$ cat src/rtl/fir_pkg.sv
// Shared types and constants for the FIR sample scheduler: FSM state encoding,
// completion-counter width and the FIFO pointer-width helper.
package fir_pkg;

  typedef enum logic [1:0] {
    IDLE  = 2'd0,
    START = 2'd1,
    BUSY  = 2'd2
  } sched_state_e;

  localparam int OUT_CNT_W = 16;

  // Pointers carry one extra wrap bit so full and empty are distinguishable.
  function automatic int ptr_w(input int depth);
    return $clog2(depth) + 1;
  endfunction

  localparam int DEF_DEPTH = 4;
  localparam int DEF_PTR_W = ptr_w(DEF_DEPTH);

endpackage

$ cat src/rtl/fir_sample_sched_if.sv
// Producer push handshake plus the start/sample/done link to the FIR core.
interface fir_sample_sched_if #(
  parameter int BITS = 8
) ();

  logic            in_valid;
  logic            in_ready;
  logic [BITS-1:0] in_data;
  logic            fir_start;
  logic [BITS-1:0] fir_x;
  logic            fir_done;

  modport master (
    output in_valid, in_data, fir_done,
    input  in_ready, fir_start, fir_x
  );

  modport slave (
    input  in_valid, in_data, fir_done,
    output in_ready, fir_start, fir_x
  );

endinterface

$ cat src/rtl/fir_sample_sched_sync_fifo.sv
// Single-clock sample FIFO with wrap-bit pointers; push/pop are assumed
// already qualified by the caller against full/empty.
module sync_fifo
  import fir_pkg::*;
#(
  parameter int BITS  = 8,
  parameter int DEPTH = 4
) (
  input  logic                      clk,
  input  logic                      rst,
  input  logic                      push,
  input  logic                      pop,
  input  logic [BITS-1:0]           wr_data,
  output logic [BITS-1:0]           rd_data,
  output logic [ptr_w(DEPTH)-1:0]   level
);

  localparam int PW = ptr_w(DEPTH);
  localparam int AW = PW - 1;

  logic [PW-1:0]   wr_ptr_q, wr_ptr_d;
  logic [PW-1:0]   rd_ptr_q, rd_ptr_d;
  logic [BITS-1:0] mem_q [DEPTH];
  logic [BITS-1:0] mem_d [DEPTH];

  always_comb begin
    mem_d    = mem_q;
    wr_ptr_d = wr_ptr_q;
    rd_ptr_d = rd_ptr_q;
    if (push) begin
      mem_d[wr_ptr_q[AW-1:0]] = wr_data;
      wr_ptr_d                = wr_ptr_q + 1'b1;
    end
    if (pop) begin
      rd_ptr_d = rd_ptr_q + 1'b1;
    end
  end

  always_ff @(posedge clk) begin
    if (rst) begin
      wr_ptr_q <= '0;
      rd_ptr_q <= '0;
      for (int i = 0; i < DEPTH; i++) mem_q[i] <= '0;
    end else begin
      wr_ptr_q <= wr_ptr_d;
      rd_ptr_q <= rd_ptr_d;
      mem_q    <= mem_d;
    end
  end

  assign rd_data = mem_q[rd_ptr_q[AW-1:0]];
  assign level   = wr_ptr_q - rd_ptr_q;

endmodule

$ cat src/rtl/fir_sample_sched.sv
// Feeds queued samples to the FIR core one at a time. Optional done-timeout
// watchdog is built only when FIR_SCHED_TIMEOUT_EN is defined.
//   state | meaning
//   IDLE  | nothing in flight, waiting for a queued sample
//   START | fir_start pulse cycle, fir_x just loaded
//   BUSY  | core computing, waiting for fir_done (or timeout)
module fir_sample_sched
  import fir_pkg::*;
#(
  parameter int BITS    = 8,
  parameter int DEPTH   = 4,
  parameter int TIMEOUT = 64
) (
  input  logic                     clk,
  input  logic                     rst,
  fir_sample_sched_if.slave        bus,
  output logic                     busy,
  output logic [ptr_w(DEPTH)-1:0]  level,
  output logic [OUT_CNT_W-1:0]     out_cnt,
  output logic                     err_timeout
);

  localparam int PW = ptr_w(DEPTH);
  localparam logic [PW-1:0] FULL_LVL = PW'(DEPTH);

  if (DEPTH < 2 || (DEPTH & (DEPTH - 1)) != 0) begin : g_bad_depth
    $error("fir_sample_sched: DEPTH must be a power of two >= 2");
  end
  if (TIMEOUT < 2) begin : g_bad_timeout
    $error("fir_sample_sched: TIMEOUT must be >= 2");
  end

  sched_state_e           state_q, state_d;
  logic [BITS-1:0]        x_q, x_d;
  logic [OUT_CNT_W-1:0]   cnt_q, cnt_d;
  logic                   push, pop, has_data, leave_busy;
  logic [BITS-1:0]        head;

`ifdef FIR_SCHED_TIMEOUT_EN
  localparam int TW = $clog2(TIMEOUT);
  logic [TW-1:0] tmr_q, tmr_d;
  logic          err_q, err_d;
  logic          expire;
`endif

  assign bus.in_ready = (level != FULL_LVL);
  assign push         = bus.in_valid && bus.in_ready;
  assign has_data     = (level != '0);

  sync_fifo #(
    .BITS  (BITS),
    .DEPTH (DEPTH)
  ) u_fifo (
    .clk     (clk),
    .rst     (rst),
    .push    (push),
    .pop     (pop),
    .wr_data (bus.in_data),
    .rd_data (head),
    .level   (level)
  );

  always_comb begin
    state_d    = state_q;
    x_d        = x_q;
    cnt_d      = cnt_q;
    pop        = 1'b0;
    leave_busy = 1'b0;
`ifdef FIR_SCHED_TIMEOUT_EN
    tmr_d      = tmr_q;
    err_d      = err_q;
    expire     = 1'b0;
`endif
    unique case (state_q)
      IDLE: begin
        if (has_data) begin
          pop     = 1'b1;
          x_d     = head;
          state_d = START;
        end
      end
      START: begin
        state_d = BUSY;
`ifdef FIR_SCHED_TIMEOUT_EN
        // Down-count from TIMEOUT-1: terminal count hits on the TIMEOUT-th BUSY cycle.
        tmr_d   = TW'(TIMEOUT - 1);
`endif
      end
      BUSY: begin
        leave_busy = bus.fir_done;
`ifdef FIR_SCHED_TIMEOUT_EN
        tmr_d  = tmr_q - 1'b1;
        expire = (tmr_q == '0) && !bus.fir_done;
        if (expire) err_d = 1'b1;
        leave_busy = bus.fir_done || expire;
`endif
        if (bus.fir_done) cnt_d = cnt_q + 1'b1;
        if (leave_busy) begin
          if (has_data) begin
            pop     = 1'b1;
            x_d     = head;
            state_d = START;
          end else begin
            state_d = IDLE;
          end
        end
      end
      default: state_d = IDLE;
    endcase
  end

  always_ff @(posedge clk) begin
    if (rst) begin
      state_q <= IDLE;
      x_q     <= '0;
      cnt_q   <= '0;
`ifdef FIR_SCHED_TIMEOUT_EN
      tmr_q   <= '0;
      err_q   <= 1'b0;
`endif
    end else begin
      state_q <= state_d;
      x_q     <= x_d;
      cnt_q   <= cnt_d;
`ifdef FIR_SCHED_TIMEOUT_EN
      tmr_q   <= tmr_d;
      err_q   <= err_d;
`endif
    end
  end

  assign bus.fir_start = (state_q == START);
  assign bus.fir_x     = x_q;
  assign busy          = (state_q != IDLE);
  assign out_cnt       = cnt_q;
`ifdef FIR_SCHED_TIMEOUT_EN
  assign err_timeout   = err_q;
`else
  assign err_timeout   = 1'b0;
`endif

endmodule

$ cat src/flat_wrapper.sv
// flat-port wrapper written by rule: the top's interface ports become plain ports
module fir_sample_sched_flat import fir_pkg::*;
#(
  parameter int BITS    = 8,
  parameter int DEPTH   = 4,
  parameter int TIMEOUT = 64
)
  (clk, rst, busy, level, out_cnt, err_timeout, bus_in_valid, bus_in_data, bus_fir_done, bus_in_ready, bus_fir_start, bus_fir_x);
  fir_sample_sched_if #(.BITS(BITS)) bus_i ();
  input  logic clk;
  input  logic rst;
  output logic busy;
  output logic [ptr_w(DEPTH)-1:0] level;
  output logic [OUT_CNT_W-1:0] out_cnt;
  output logic err_timeout;
  input wire logic [$bits(bus_i.in_valid)-1:0] bus_in_valid;
  input wire logic [$bits(bus_i.in_data)-1:0] bus_in_data;
  input wire logic [$bits(bus_i.fir_done)-1:0] bus_fir_done;
  output wire logic [$bits(bus_i.in_ready)-1:0] bus_in_ready;
  output wire logic [$bits(bus_i.fir_start)-1:0] bus_fir_start;
  output wire logic [$bits(bus_i.fir_x)-1:0] bus_fir_x;
  assign bus_i.in_valid = bus_in_valid;
  assign bus_i.in_data = bus_in_data;
  assign bus_i.fir_done = bus_fir_done;
  assign bus_in_ready = bus_i.in_ready;
  assign bus_fir_start = bus_i.fir_start;
  assign bus_fir_x = bus_i.fir_x;
  fir_sample_sched #(.BITS(BITS), .DEPTH(DEPTH), .TIMEOUT(TIMEOUT)) u_core (.clk(clk), .rst(rst), .bus(bus_i), .busy(busy), .level(level), .out_cnt(out_cnt), .err_timeout(err_timeout));
endmodule
$ cat config.mk
export PLATFORM = sky130hd
export DESIGN_NAME = fir_sample_sched_flat
export DESIGN_NICKNAME = d
export VERILOG_FILES = /design/src/rtl/fir_pkg.sv /design/src/rtl/fir_sample_sched_if.sv /design/src/rtl/fir_sample_sched_sync_fifo.sv /design/src/rtl/fir_sample_sched.sv /design/src/flat_wrapper.sv
export SDC_FILE = /design/constraint.sdc
export NUM_CORES = 1
export LEC_CHECK = 0
export CAP_MARGIN = 10
export CORE_AREA = 4 4 69 102
export DETAILED_ROUTE_END_ITERATION = 10
export DIE_AREA = 0 0 73 106
export PLACE_DENSITY_LB_ADDON = 0.12
export SYNTH_ARGS = -nofsm -noshare
export SYNTH_HDL_FRONTEND = slang
export SYNTH_SLANG_ARGS = --single-unit
$ cat constraint.sdc
create_clock -name clk -period 2.3 [get_ports clk]
set_clock_uncertainty 0.05 [all_clocks]
set_input_delay 0.345 -clock clk [delete_from_list [all_inputs] [get_ports clk]]
set_output_delay 0.345 -clock clk [all_outputs]
set_load 0.02 [all_outputs]
# --- Yosys cells after proc, flatten, opt, wreduce, memory -nomap -nowiden ---
# Index checks and enable logic that the tools add are counted.
op_classes:
  addsub: 4
  order_cmp: 3
  eq_ne: 5
  n_mux: 16
  n_bitwise: 2
  n_reduce_logical: 9
ops:
  columns: ["op", "n"]
  rows:
  - ["$mux 8", 5]
  - ["$bwmux 32", 1]
  - ["$add 16x1->16 const B", 1]
  - ["$bmux 8 s2", 1]
  - ["$demux 8 s2", 1]
  - ["$pmux 8 s2", 1]
  - ["$add 3x1->3 const B", 2]
  - ["$ge 3x3->1 const B", 2]
  - ["$not 2->3", 2]
  - ["$pmux 2 s3", 1]
  - ["$reduce_and 2->1", 3]
  - ["$mux 2", 2]
  - ["$reduce_bool 2->1", 2]
  - ["$lt 3x1->1 const B", 1]
  - ["$mux 1", 3]
  - ["$ne 3x3->1 const B", 1]
  - ["$reduce_bool 3->1", 1]
  - ["$sub 3x3->3", 1]
  - ["$eq 2x1->1 const B", 1]
  - ["$eq 2x2->1 const B", 1]
  - ["$logic_and 1x1->1", 2]
  - ["$logic_not 2->1", 1]
  - ["$ne 2x1->1 const B", 1]
  - ["$ne 2x2->1 const B", 1]
  - ["$pmux 1 s2", 1]
totals:
  ff_bits: 64
  input_bits: 12
  out_inout_bits: 31
  word_cells: 48

# --- Depth between registers and ports, before layout ---
# Gate-level depths: netlist of the first run.
depth:
  ltp_word: 7
  mapped_depth: 9

# --- Cells and area by module ---
# A second synthesis of the first run with hierarchy kept.
hier_totals:
  cells_unflattened: 316
  area_unflattened_um2: 3138.0
modules_own_cells:
  columns: ["module", "n_inst", "cells_each", "area_per_inst_um2"]
  rows:
  - ["sync_fifo", 1, 191, 1998.2]
  - ["fir_sample_sched", 1, 125, 1139.8]

# --- Worst setup path before layout of the first run ---
# OpenSTA, ideal clock, no wires.
synth_path:
  kind: "register to register"
  start: "reg u_core.u_fifo.wr_ptr_q[0]"
  end: "reg u_core.u_fifo.rd_ptr_q[2]"
  setup_ps: 116
  arrival_time_ps: 2274
  slack_ps: -140
  path_stages_with_launch: 9
  path_buffers: 2
  path_cell_list: "dfxtp_1 -> inv_1 -> ha_1 -> fa_1 -> clkbuf_1 -> nand2_1 -> o221a_2 -> buf_6 -> a31o_2"
synth_between:
  elab_chain_cells: 5
synth_rtl:
  columns: ["element", "line", "source"]
  rows:
  - ["from (decl)", "fir_sample_sched_sync_fifo.sv:21", "logic [PW-1:0] wr_ptr_q, wr_ptr_d;"]
  - ["from (signal assigned)", "fir_sample_sched_sync_fifo.sv:45", "wr_ptr_q <= wr_ptr_d;"]
  - ["$sub 3x3->3 *", "fir_sample_sched_sync_fifo.sv:52", "assign level = wr_ptr_q - rd_ptr_q;"]
  - ["$reduce_bool 3->1 *", "fir_sample_sched.sv:48", "assign has_data = (level != '0);"]
  - ["$mux 1 *", "fir_sample_sched.sv:76, fir_sample_sched.sv:99", null]
  - ["$mux 1", "fir_sample_sched.sv:98", "if (leave_busy) begin"]
  - ["$pmux 1 s2 *", "fir_sample_sched.sv:74", "unique case (state_q)"]
  - ["to (signal assigned)", "fir_sample_sched_sync_fifo.sv:46", "rd_ptr_q <= rd_ptr_d;"]
  - ["to (decl)", "fir_sample_sched_sync_fifo.sv:22", "logic [PW-1:0] rd_ptr_q, rd_ptr_d;"]
# Every way passes the cells marked *; elsewhere a longest branch is shown, timed or not.
# A chain may end at the register's enable or synchronous reset.

# --- Worst setup path in the final report of the first run ---
layout_path:
  start: "reg u_core.u_fifo.wr_ptr_q[0]"
  end: "out level[2]"
layout_between:
  elab_chain_cells: 1
layout_rtl:
  columns: ["element", "line", "source"]
  rows:
  - ["$sub 3x3->3", "fir_sample_sched_sync_fifo.sv:52", null]
  - ["to (decl)", "flat_wrapper.sv:13", "output logic [ptr_w(DEPTH)-1:0] level;"]
# Every way passes these cells.

==> run summary, run 1 <==
STATUS
------------------------------------------------------------------------------
Status                                                            finished clean

FINISH
------------------------------------------------------------------------------
Most common cell after layout, fill and taps aside                sky130_fd_sc_hd__dfxtp_1
Synth-to-layout area growth                                              29.9%
Proportion of layout cells with a drive suffix above 1                   18.3%
Antenna Diode Count                                                          0
Commonest cells after routing, fill and taps aside                sky130_fd_sc_hd__dfxtp_1, sky130_fd_sc_hd__nor2_1, sky130_fd_sc_hd__mux2i_1
Final Core Density                                                       60.4%
Nets                                                                       354
Area of all placed cells without fillers                              3730 µm²

DETAILED ROUTING
------------------------------------------------------------------------------
Violation count after the first detailed-route iteration                    80
Mean number of vias per cell                                              5.14
Routed wirelength normalized by instance count                         14.9 µm
Remaining DRCs                                                               0
Number of antenna-violating nets in the routed design                        0
Via count                                                                 2118
Total iterations of the first detailed-routing run                           4
Routed wire length                                                     6160 µm

STA
------------------------------------------------------------------------------
Clock period minus worst slack                                         2.24 ns
RSZ-0062 raised after global routing                                     false
Endpoints failing setup                                                      0
Highest Clock Rate                                                   0.447 GHz
Period Utilization, post-route                                           97.2%
Hold Vio Cnt, Final                                                          0
Final max-slew violation count                                               0

FLOORPLANNING
------------------------------------------------------------------------------
Effective utilization at floorplan                                       46.5%
Row Count                                                                   35
Die Span Y                                                              106 µm
Core area                                                             6170 µm²
# IOs                                                                       43
Die footprint                                                         7740 µm²
Die width                                                                73 µm

PLACE
------------------------------------------------------------------------------
Last weighted congestion value of the routability-driven placer          0.792
Area post-placement                                                   3480 µm²
Number of port buffers                                                      41
HPWL after detailed placement                                          4200 µm

CLOCKING
------------------------------------------------------------------------------
Clock tree from TritonCTS                                                  yes
Clock tree root buffer cell                                       sky130_fd_sc_hd__clkbuf_8
Clock latency on the worst-skew pair                                   0.33 ns
Count of clock tree sinks                                                   64
CTS max path bufs                                                            2
Worst-path clk slew                                                    0.07 ns
Max H-tree Level                                                             3
CTS Buf Count                                                                9

GRT
------------------------------------------------------------------------------
Number of global-route vias before repair                                 2088
Largest net degree at the start of global routing                           27
Grt met1 use                                                             21.6%
Global-route usage over all layers                                       17.2%
Initial antenna violation count                                              0
GR Layer Usage met3                                                      2.93%
Congestion Overflow GR                                                       0
Met2 global-route usage                                                  28.2%
First-pass GRT wire length                                            10400 µm
Routing layer with the top usage in global route                          met2

LOGIC SYNTHESIS
------------------------------------------------------------------------------
EDFF count, synth                                                            0
Synthesized area per cell                                             10.4 µm²
Proportion of netlist area held by the largest area contributor          44.6%
Number of nets produced by synthesis                                       297
Number of instances in the synthesized netlist                             277
Synthesized cell area                                                 2870 µm²
Flip-flop and latch count after synthesis                                   64
Main synth FF type                                                sky130_fd_sc_hd__dfxtp_1
Yosys synthesis warning count                                                0
Number of distinct library cells after synthesis                            39
Most area-consuming cells after synthesis                         sky130_fd_sc_hd__dfxtp_1, sky130_fd_sc_hd__mux2i_1, sky130_fd_sc_hd__nor2_1
Register area share after synthesis                                      44.6%
Largest area contributor in the synthesized netlist               sky130_fd_sc_hd__dfxtp_1
Fraction of registers with async set/reset                                  0%

SETUP PATH
------------------------------------------------------------------------------
Type of origin of the critical path                                   register
Signal arrival time at the worst endpoint                              1.84 ns
Worst EP required                                                      1.90 ns
Depth of the worst register-to-register path                                 9
Crit. End Element                                                  output port
Critical path class                                                 reg -> out
Max FO, Critical Path                                                        3

RUN
------------------------------------------------------------------------------
Max capacitance violation total                                              0

PWR
------------------------------------------------------------------------------
Overall power consumption                                              4380 µW
Maximum ir drop on the vdd rail                                     0.000699 V
Power density relative to cell area                                1170 nW/µm²
Leakage                                                             0.00143 µW

HOLD PATH
------------------------------------------------------------------------------
Number of cells on the worst hold path                                       2
Class of the most critical hold timing path                          in -> reg

## metal layers
layer,vias to the layer above,part of all wire [%]
met5,-,0
li1,1067,-
met1,996,44
met3,13,3.0
met4,0,2.3
met2,42,51
## cell families after synthesis
| logic type | synth area share (%) |
|---|---|
| adders and majority gates | 3.75 |
| buffers and inverters | 3.83 |
| DFF | 44.6 |
| muxes | 21.3 |
| AOI/OAI and AO/OA | 5.45 |
| and+or+nand+nor | 16.0 |
| other | 0.131 |
| xor gates and xnor gates | 4.92 |
## area by class of cell
class / count / area [µm²]
fill: 552 / 2440
multi-input combinational: 189 / 1510
sequential: 64 / 1280
timing repair buffer: 62 / 593
clock buffer: 12 / 155
tap: 74 / 92.6
clock inverter: 3 / 65.1
inverter: 8 / 30.0
## cells in the mapped netlist, types with 2 or more instances
library cell,number
sky130_fd_sc_hd__a21oi_1,6
sky130_fd_sc_hd__clkbuf_1,10
sky130_fd_sc_hd__dfxtp_1,64
sky130_fd_sc_hd__a31oi_4,3
sky130_fd_sc_hd__o21ai_0,4
sky130_fd_sc_hd__buf_4,3
sky130_fd_sc_hd__nor2_1,60
sky130_fd_sc_hd__inv_1,8
sky130_fd_sc_hd__nand4_1,4
sky130_fd_sc_hd__and4_1,2
sky130_fd_sc_hd__ha_1,7
sky130_fd_sc_hd__mux2i_1,43
sky130_fd_sc_hd__mux4_2,8
sky130_fd_sc_hd__nand3_1,5
sky130_fd_sc_hd__a31o_2,2
sky130_fd_sc_hd__or3_1,4
sky130_fd_sc_hd__and3_1,2
sky130_fd_sc_hd__xor2_1,6
sky130_fd_sc_hd__nor3_1,2
sky130_fd_sc_hd__xnor2_1,7
sky130_fd_sc_hd__nand2_1,9
## registers in the layout, indices dropped and copies added (netlist names)
signal                  count
u_core.u_fifo.wr_ptr_q      3
u_core.state_q              2
u_core.u_fifo.rd_ptr_q      3
u_core.bus.fir_x            8
u_core.out_cnt             16
u_core.u_fifo.mem_q        32
## final timing paths
kind                             start                      end  slack [ns]
max          u_core.u_fifo.wr_ptr_q[0]                 level[2]        0.06
min                                rst       u_core.out_cnt[10]        0.36
max reg2reg  u_core.u_fifo.wr_ptr_q[0]   u_core.u_fifo.mem_q[1]        0.09
min reg2reg    u_core.u_fifo.mem_q[10]  u_core.u_fifo.mem_q[10]        0.44
## critical path, stage by stage (launching register included)
cell and delay, ns:
sky130_fd_sc_hd__dfxtp_2 0.34, sky130_fd_sc_hd__inv_2 0.04, sky130_fd_sc_hd__ha_2 0.17, sky130_fd_sc_hd__fa_2 0.33, sky130_fd_sc_hd__xor3_4 0.32, sky130_fd_sc_hd__buf_4 0.16
sky130_fd_sc_hd__buf_2 0.15
## metrics by stage
stage | TNS (ns) | std cells | setup slack, ns | hold WS [ns]
after floorplan | 0 | 277 | 0.0215 | 0.405
after global placement | -0.304 | 395 | -0.102 | 0.417
after detailed placement | -0.614 | 395 | -0.137 | 0.430
after CTS | 0 | 410 | 0.0492 | 0.348
after global routing | 0 | 412 | 0.0114 | 0.388
final | 0 | 412 | 0.0644 | 0.356
## what timing repair did
action                                  CTS  global route
buffers inserted                          0             1
pin swaps                                 1             1
endpoints found under the setup margin   25             5
gates resized for setup                   9             8
hold buffers                              0             0
cloned                                    0             1
## where the power goes
group | switching (µW) | total [µW] | internal, µW | leakage (µW)
logic | 1020 | 1960 | 934 | 0.000798
registers | 88.2 | 1350 | 1260 | 0.000519
clock network | 413 | 1080 | 662 | 0.000112
total | 1520 | 4380 | 2860 | 0.00143
Note: power is estimated with default switching activity, not from simulation.
==> run 2: changes to the inputs <==
--- a/config.mk
+++ b/config.mk
@@ -9,6 +9,7 @@
 export CORE_AREA = 4 4 69 102
 export DETAILED_ROUTE_END_ITERATION = 10
 export DIE_AREA = 0 0 73 106
+export MAX_ROUTING_LAYER = met4
 export PLACE_DENSITY_LB_ADDON = 0.12
 export SYNTH_ARGS = -nofsm -noshare
 export SYNTH_HDL_FRONTEND = slang
==> run 2 against run 1 <==
Against the previous run:
- worst setup slack gained 0.0055 ns
- design area unchanged
- routed wire length rose by 0.88%
- utilization did not move
- critical endpoint unchanged
- largest power group unchanged
==> run summary, run 2 (synthesis gave the netlist of run 1 again) <==
STATUS
----------------------------------------------------------------------------------
Status                                                                finished clean

DETAILED ROUTING
----------------------------------------------------------------------------------
Mean number of vias per cell                                                  5.16
Via count                                                                     2124
Remaining DRCs                                                                   0
Routed wirelength normalized by instance count                             15.1 µm
Routed wire length                                                         6210 µm
Violation count after the first detailed-route iteration                        70
Total iterations of the first detailed-routing run                               4
Number of antenna-violating nets in the routed design                            0

CLOCKING
----------------------------------------------------------------------------------
Hold buffers post-CTS                                                            0
Count of clock tree sinks                                                       64
CTS Buf Count                                                                    9
CTS max path bufs                                                                2
Worst-path clk slew                                                        0.07 ns
Clock tree root buffer cell                                           sky130_fd_sc_hd__clkbuf_8
Clock latency on the worst-skew pair                                       0.33 ns
Clock tree from TritonCTS                                                      yes
Max H-tree Level                                                                 3

SETUP PATH
----------------------------------------------------------------------------------
Worst EP required                                                          1.90 ns
Critical path class                                                     reg -> out
Max FO, Critical Path                                                            3
Crit. End Element                                                      output port
Type of origin of the critical path                                       register
Signal arrival time at the worst endpoint                                  1.84 ns

FLOORPLANNING
----------------------------------------------------------------------------------
Die footprint                                                             7740 µm²
Effective utilization at floorplan                                           46.5%
Core area                                                                 6170 µm²
Die width                                                                    73 µm
Die Span Y                                                                  106 µm
Row Count                                                                       35
# IOs                                                                           43

STA
----------------------------------------------------------------------------------
Clock period minus worst slack                                             2.23 ns
RSZ-0062 raised after global routing                                         false
Final max-slew violation count                                                   0
Worst-case setup margin in the final layout                              0.0699 ns
Period Utilization, post-route                                               97.0%
Highest Clock Rate                                                       0.448 GHz
Endpoints failing setup                                                          0
Hold Vio Cnt, Final                                                              0

FINISH
----------------------------------------------------------------------------------
Proportion of layout cells with a drive suffix above 1                       18.3%
Synth-to-layout area growth                                                  29.9%
Count of non-filler cells in the finished layout                               412
Commonest cells after routing, fill and taps aside                    sky130_fd_sc_hd__dfxtp_1, sky130_fd_sc_hd__nor2_1, sky130_fd_sc_hd__mux2i_1
Nets                                                                           354
Flip-flop count of the largest register, all copies and words added             32
Most common cell after layout, fill and taps aside                    sky130_fd_sc_hd__dfxtp_1
Register with the most flip-flops                                     u_core.u_fifo.mem_q
Antenna Diode Count                                                              0

GRT
----------------------------------------------------------------------------------
Initial antenna violation count                                                  0
Largest net degree at the start of global routing                               27
Global-route usage over all layers                                           17.7%
Number of global-route vias before repair                                     2086
Congestion Overflow GR                                                           0
First-pass GRT wire length                                                10400 µm

PLACE
----------------------------------------------------------------------------------
Number of port buffers                                                          41
HPWL after detailed placement                                              4200 µm
Placed cells                                                                   395
Last weighted congestion value of the routability-driven placer              0.804
Post-Place Setup Slack                                                   -0.137 ns

RUN
----------------------------------------------------------------------------------
Max capacitance violation total                                                  0

PWR
----------------------------------------------------------------------------------
Leakage                                                                 0.00143 µW
Maximum ir drop on the vdd rail                                         0.000700 V
Overall power consumption                                                  4380 µW
Power density relative to cell area                                    1170 nW/µm²

HOLD PATH
----------------------------------------------------------------------------------
Class of the most critical hold timing path                              in -> reg

-- run 2: timing repair --
action | 4_1_cts | 5_1_grt
pin swaps | 1 | 1
resized for setup | 9 | 8
setup buffers | 0 | 1
endpoints found under the setup margin | 25 | 5
gates cloned | 0 | 1
-- run 2: worst max-delay path, stage by stage (launching register included) --
cell and delay (ns):
sky130_fd_sc_hd__dfxtp_2 0.34, sky130_fd_sc_hd__inv_2 0.04, sky130_fd_sc_hd__ha_2 0.17, sky130_fd_sc_hd__fa_2 0.33, sky130_fd_sc_hd__xor3_4 0.32, sky130_fd_sc_hd__buf_4 0.16, sky130_fd_sc_hd__buf_2 0.15
-- run 2: metrics by stage --
stage / util [%] / instance area, µm² / setup TNS, ns / hold WS (ns)
6_report: 60.4 / 3730 / 0 / 0.357
3_5_place_dp: 56.4 / 3480 / -0.614 / 0.430
4_1_cts: 59.8 / 3690 / 0 / 0.348
3_3_place_gp: 56.4 / 3480 / -0.304 / 0.417
2_1_floorplan: - / 2890 / 0 / 0.405
5_1_grt: 60.4 / 3730 / 0 / 0.391
-- run 2: power by group --
part / leakage [µW] / total [µW] / internal, µW / switching [µW]
clock: 0.000112 / 1070 / 663 / 408
combinational: 0.000798 / 1960 / 934 / 1020
sequential: 0.000519 / 1350 / 1260 / 88.3
total: 0.00143 / 4380 / 2860 / 1520
-- run 2: per-layer routing --
| metal | vias up | part of all wire, % | track usage [%] |
|---|---|---|---|
| met5 | - | 0 | - |
| met4 | 0 | 1.4 | 8.05 |
| met3 | 8 | 3.0 | 2.65 |
| met2 | 40 | 52 | 28.2 |
| met1 | 1011 | 44 | 21.6 |
| li1 | 1065 | - | - |
-- run 2: final cells by class --
cell class | count | area (µm²)
Clock buffer | 12 | 155
Clock inverter | 3 | 65.1
Fill cell | 552 | 2440
Inverter | 8 | 30.0
Multi-Input combinational cell | 189 | 1510
Sequential cell | 64 | 1280
Tap cell | 74 | 92.6
Timing Repair Buffer | 62 | 593
-- run 2: final timing paths --
kind                                   from                      end  slack, ns  cells after the start
setup / recovery  u_core.u_fifo.wr_ptr_q[0]                 level[2]       0.07                      6
hold reg to reg     u_core.u_fifo.mem_q[10]  u_core.u_fifo.mem_q[10]       0.44                      2
hold / removal                          rst       u_core.out_cnt[10]       0.36                      2
setup reg to reg  u_core.u_fifo.wr_ptr_q[0]   u_core.u_fifo.mem_q[1]       0.08                      9
==> run 3: changes to the inputs <==
--- a/config.mk
+++ b/config.mk
@@ -6,11 +6,12 @@
 export NUM_CORES = 1
 export LEC_CHECK = 0
 export CAP_MARGIN = 10
-export CORE_AREA = 4 4 69 102
+export CORE_AREA = 2 2 67 100
 export DETAILED_ROUTE_END_ITERATION = 10
-export DIE_AREA = 0 0 73 106
+export DIE_AREA = 0 0 69 102
 export MAX_ROUTING_LAYER = met4
 export PLACE_DENSITY_LB_ADDON = 0.12
+export SLEW_MARGIN = 20
 export SYNTH_ARGS = -nofsm -noshare
 export SYNTH_HDL_FRONTEND = slang
 export SYNTH_SLANG_ARGS = --single-unit
==> run 3 against run 2 <==
Against the previous run:
- sequential cell count stayed put
- largest power group unchanged
- combinational power about the same
- critical endpoint unchanged
- sequential power hardly changed
- utilization is 0.17 points higher
- non-clock buffer count up 1
- maximum frequency shrank 0.85%
- total power fell by 1.0%
- routed wire length shrank 3.7%
- die area down 9.0%
- design area decreased by 0.44%
==> run summary, run 3 (synthesis gave the netlist of run 1 again) <==
STATUS
----------------------------------------------------------------------------------
Status                                                                finished clean

PLACE
----------------------------------------------------------------------------------
Number of port buffers                                                          41
Post-Place Setup Slack                                                   -0.134 ns
HPWL after detailed placement                                              4180 µm
Placed cells                                                                   397
Area post-placement                                                       3490 µm²
Last weighted congestion value of the routability-driven placer              0.790

PWR
----------------------------------------------------------------------------------
Maximum ir drop on the vdd rail                                         0.000799 V
Power density relative to cell area                                    1170 nW/µm²
Leakage                                                                 0.00143 µW

STA
----------------------------------------------------------------------------------
Period Utilization, post-route                                               97.8%
Highest Clock Rate                                                       0.445 GHz
Hold Vio Cnt, Final                                                              0
Final max-slew violation count                                                   0
Fin Hold WS                                                               0.322 ns
Final TNS setup                                                               0 ns
Clock period minus worst slack                                             2.25 ns
Endpoints failing setup                                                          0
Worst-case setup margin in the final layout                              0.0509 ns

GRT
----------------------------------------------------------------------------------
Congestion Overflow GR                                                           0
Number of global-route vias before repair                                     2164
Global-route usage over all layers                                           18.8%
Largest net degree at the start of global routing                               35
First-pass GRT wire length                                                10100 µm
Initial antenna violation count                                                  0

CLOCKING
----------------------------------------------------------------------------------
Count of clock tree sinks                                                       64
Max H-tree Level                                                                 3
Clock tree from TritonCTS                                                      yes
Clock latency on the worst-skew pair                                       0.34 ns
CTS max path bufs                                                                2
Hold buffers post-CTS                                                            0
CTS Buf Count                                                                    9
Worst-path clk slew                                                        0.07 ns
Clock tree root buffer cell                                           sky130_fd_sc_hd__clkbuf_8

SETUP PATH
----------------------------------------------------------------------------------
Type of origin of the critical path                                       register
Worst EP required                                                          1.90 ns
Max FO, Critical Path                                                            3
RR Startpoint                                                         u_core.u_fifo.wr_ptr_q[0]
Crit. End Element                                                      output port
Signal arrival time at the worst endpoint                                  1.85 ns
Critical path class                                                     reg -> out
Critical Path Start                                                   u_core.u_fifo.wr_ptr_q[0]

FINISH
----------------------------------------------------------------------------------
Synth-to-layout area growth                                                  29.4%
Flip-flop count of the largest register, all copies and words added             32
Proportion of layout cells with a drive suffix above 1                       18.6%
Nets                                                                           355
Most common cell after layout, fill and taps aside                    sky130_fd_sc_hd__dfxtp_1
Count of non-filler cells in the finished layout                               413
Antenna Diode Count                                                              0
Commonest cells after routing, fill and taps aside                    sky130_fd_sc_hd__dfxtp_1, sky130_fd_sc_hd__nor2_1, sky130_fd_sc_hd__mux2i_1
Register with the most flip-flops                                     u_core.u_fifo.mem_q
Area of all placed cells without fillers                                  3710 µm²

DETAILED ROUTING
----------------------------------------------------------------------------------
Mean number of vias per cell                                                  5.20
Via count                                                                     2146
Total iterations of the first detailed-routing run                               4
Violation count after the first detailed-route iteration                        75
Routed wirelength normalized by instance count                             14.5 µm
Number of antenna-violating nets in the routed design                            0
Remaining DRCs                                                                   0
Routed wire length                                                         5980 µm

FLOORPLANNING
----------------------------------------------------------------------------------
Effective utilization at floorplan                                           46.8%
# IOs                                                                           43
Core area                                                                 6130 µm²
Die footprint                                                             7040 µm²
Die Span Y                                                                  102 µm
Row Count                                                                       35
Die width                                                                    69 µm

HOLD PATH
----------------------------------------------------------------------------------
Source of the worst hold timing path                                           rst
Class of the most critical hold timing path                              in -> reg

RUN
----------------------------------------------------------------------------------
Max capacitance violation total                                                  0

==> run 3: what timing repair did <==
| action | 4_1_cts | 5_1_grt |
|---|---|---|
| cloned | 0 | 0 |
| pin swaps | 1 | 0 |
| resized for setup | 9 | 5 |
| setup buffers | 0 | 1 |
| setup endpoints to repair | 32 | 9 |
==> run 3: per-stage QoR <==
step                power (µW)  utilization (%)
floorplan                 2730                -
global placement          3340             56.9
detailed placement        3360             56.9
CTS                       4340             60.1
global route              4580             60.6
finish                    4340             60.6
==> run 3: per-layer routing <==
metal	track usage [%]	wire length [µm]	vias to the layer above
li1	-	-	1069
met3	4.54	216	14
met4	8.90	139	0
met1	20.5	2560	1022
met5	-	0	-
met2	32.2	3070	41
==> run 3: final timing paths <==
| path | end | cells past startpoint | slack [ns] |
|---|---|---|---|
| worst min-delay path | u_core.out_cnt[6] | 2 | 0.32 |
| worst max-delay path | level[2] | 6 | 0.05 |
| worst max register to register | u_core.u_fifo.mem_q[7] | 9 | 0.09 |
| worst min register to register | u_core.out_cnt[15] | 2 | 0.43 |
==> run 3: cell type report <==
type | count | area [µm²]
clock buffers | 9 | 124
flip-flops and latches | 64 | 1280
repair buffers | 63 | 593
inverters | 8 | 30.0
fillers | 568 | 2420
clock inverters | 6 | 83.8
well taps | 74 | 92.6
multi-input cells | 189 | 1510
==> run 3: critical path, cell delays in order (launching register included) <==
cell and delay, ns:
sky130_fd_sc_hd__dfxtp_2 0.34, sky130_fd_sc_hd__inv_2 0.04, sky130_fd_sc_hd__ha_2 0.17, sky130_fd_sc_hd__fa_2 0.33
sky130_fd_sc_hd__xor3_4 0.33, sky130_fd_sc_hd__buf_4 0.16, sky130_fd_sc_hd__buf_2 0.15
==> run 3: power breakdown <==
part	internal [µW]	switching [µW]
Sequential	1260	89.3
Combinational	936	1010
Clock	602	431
Total	2800	1540
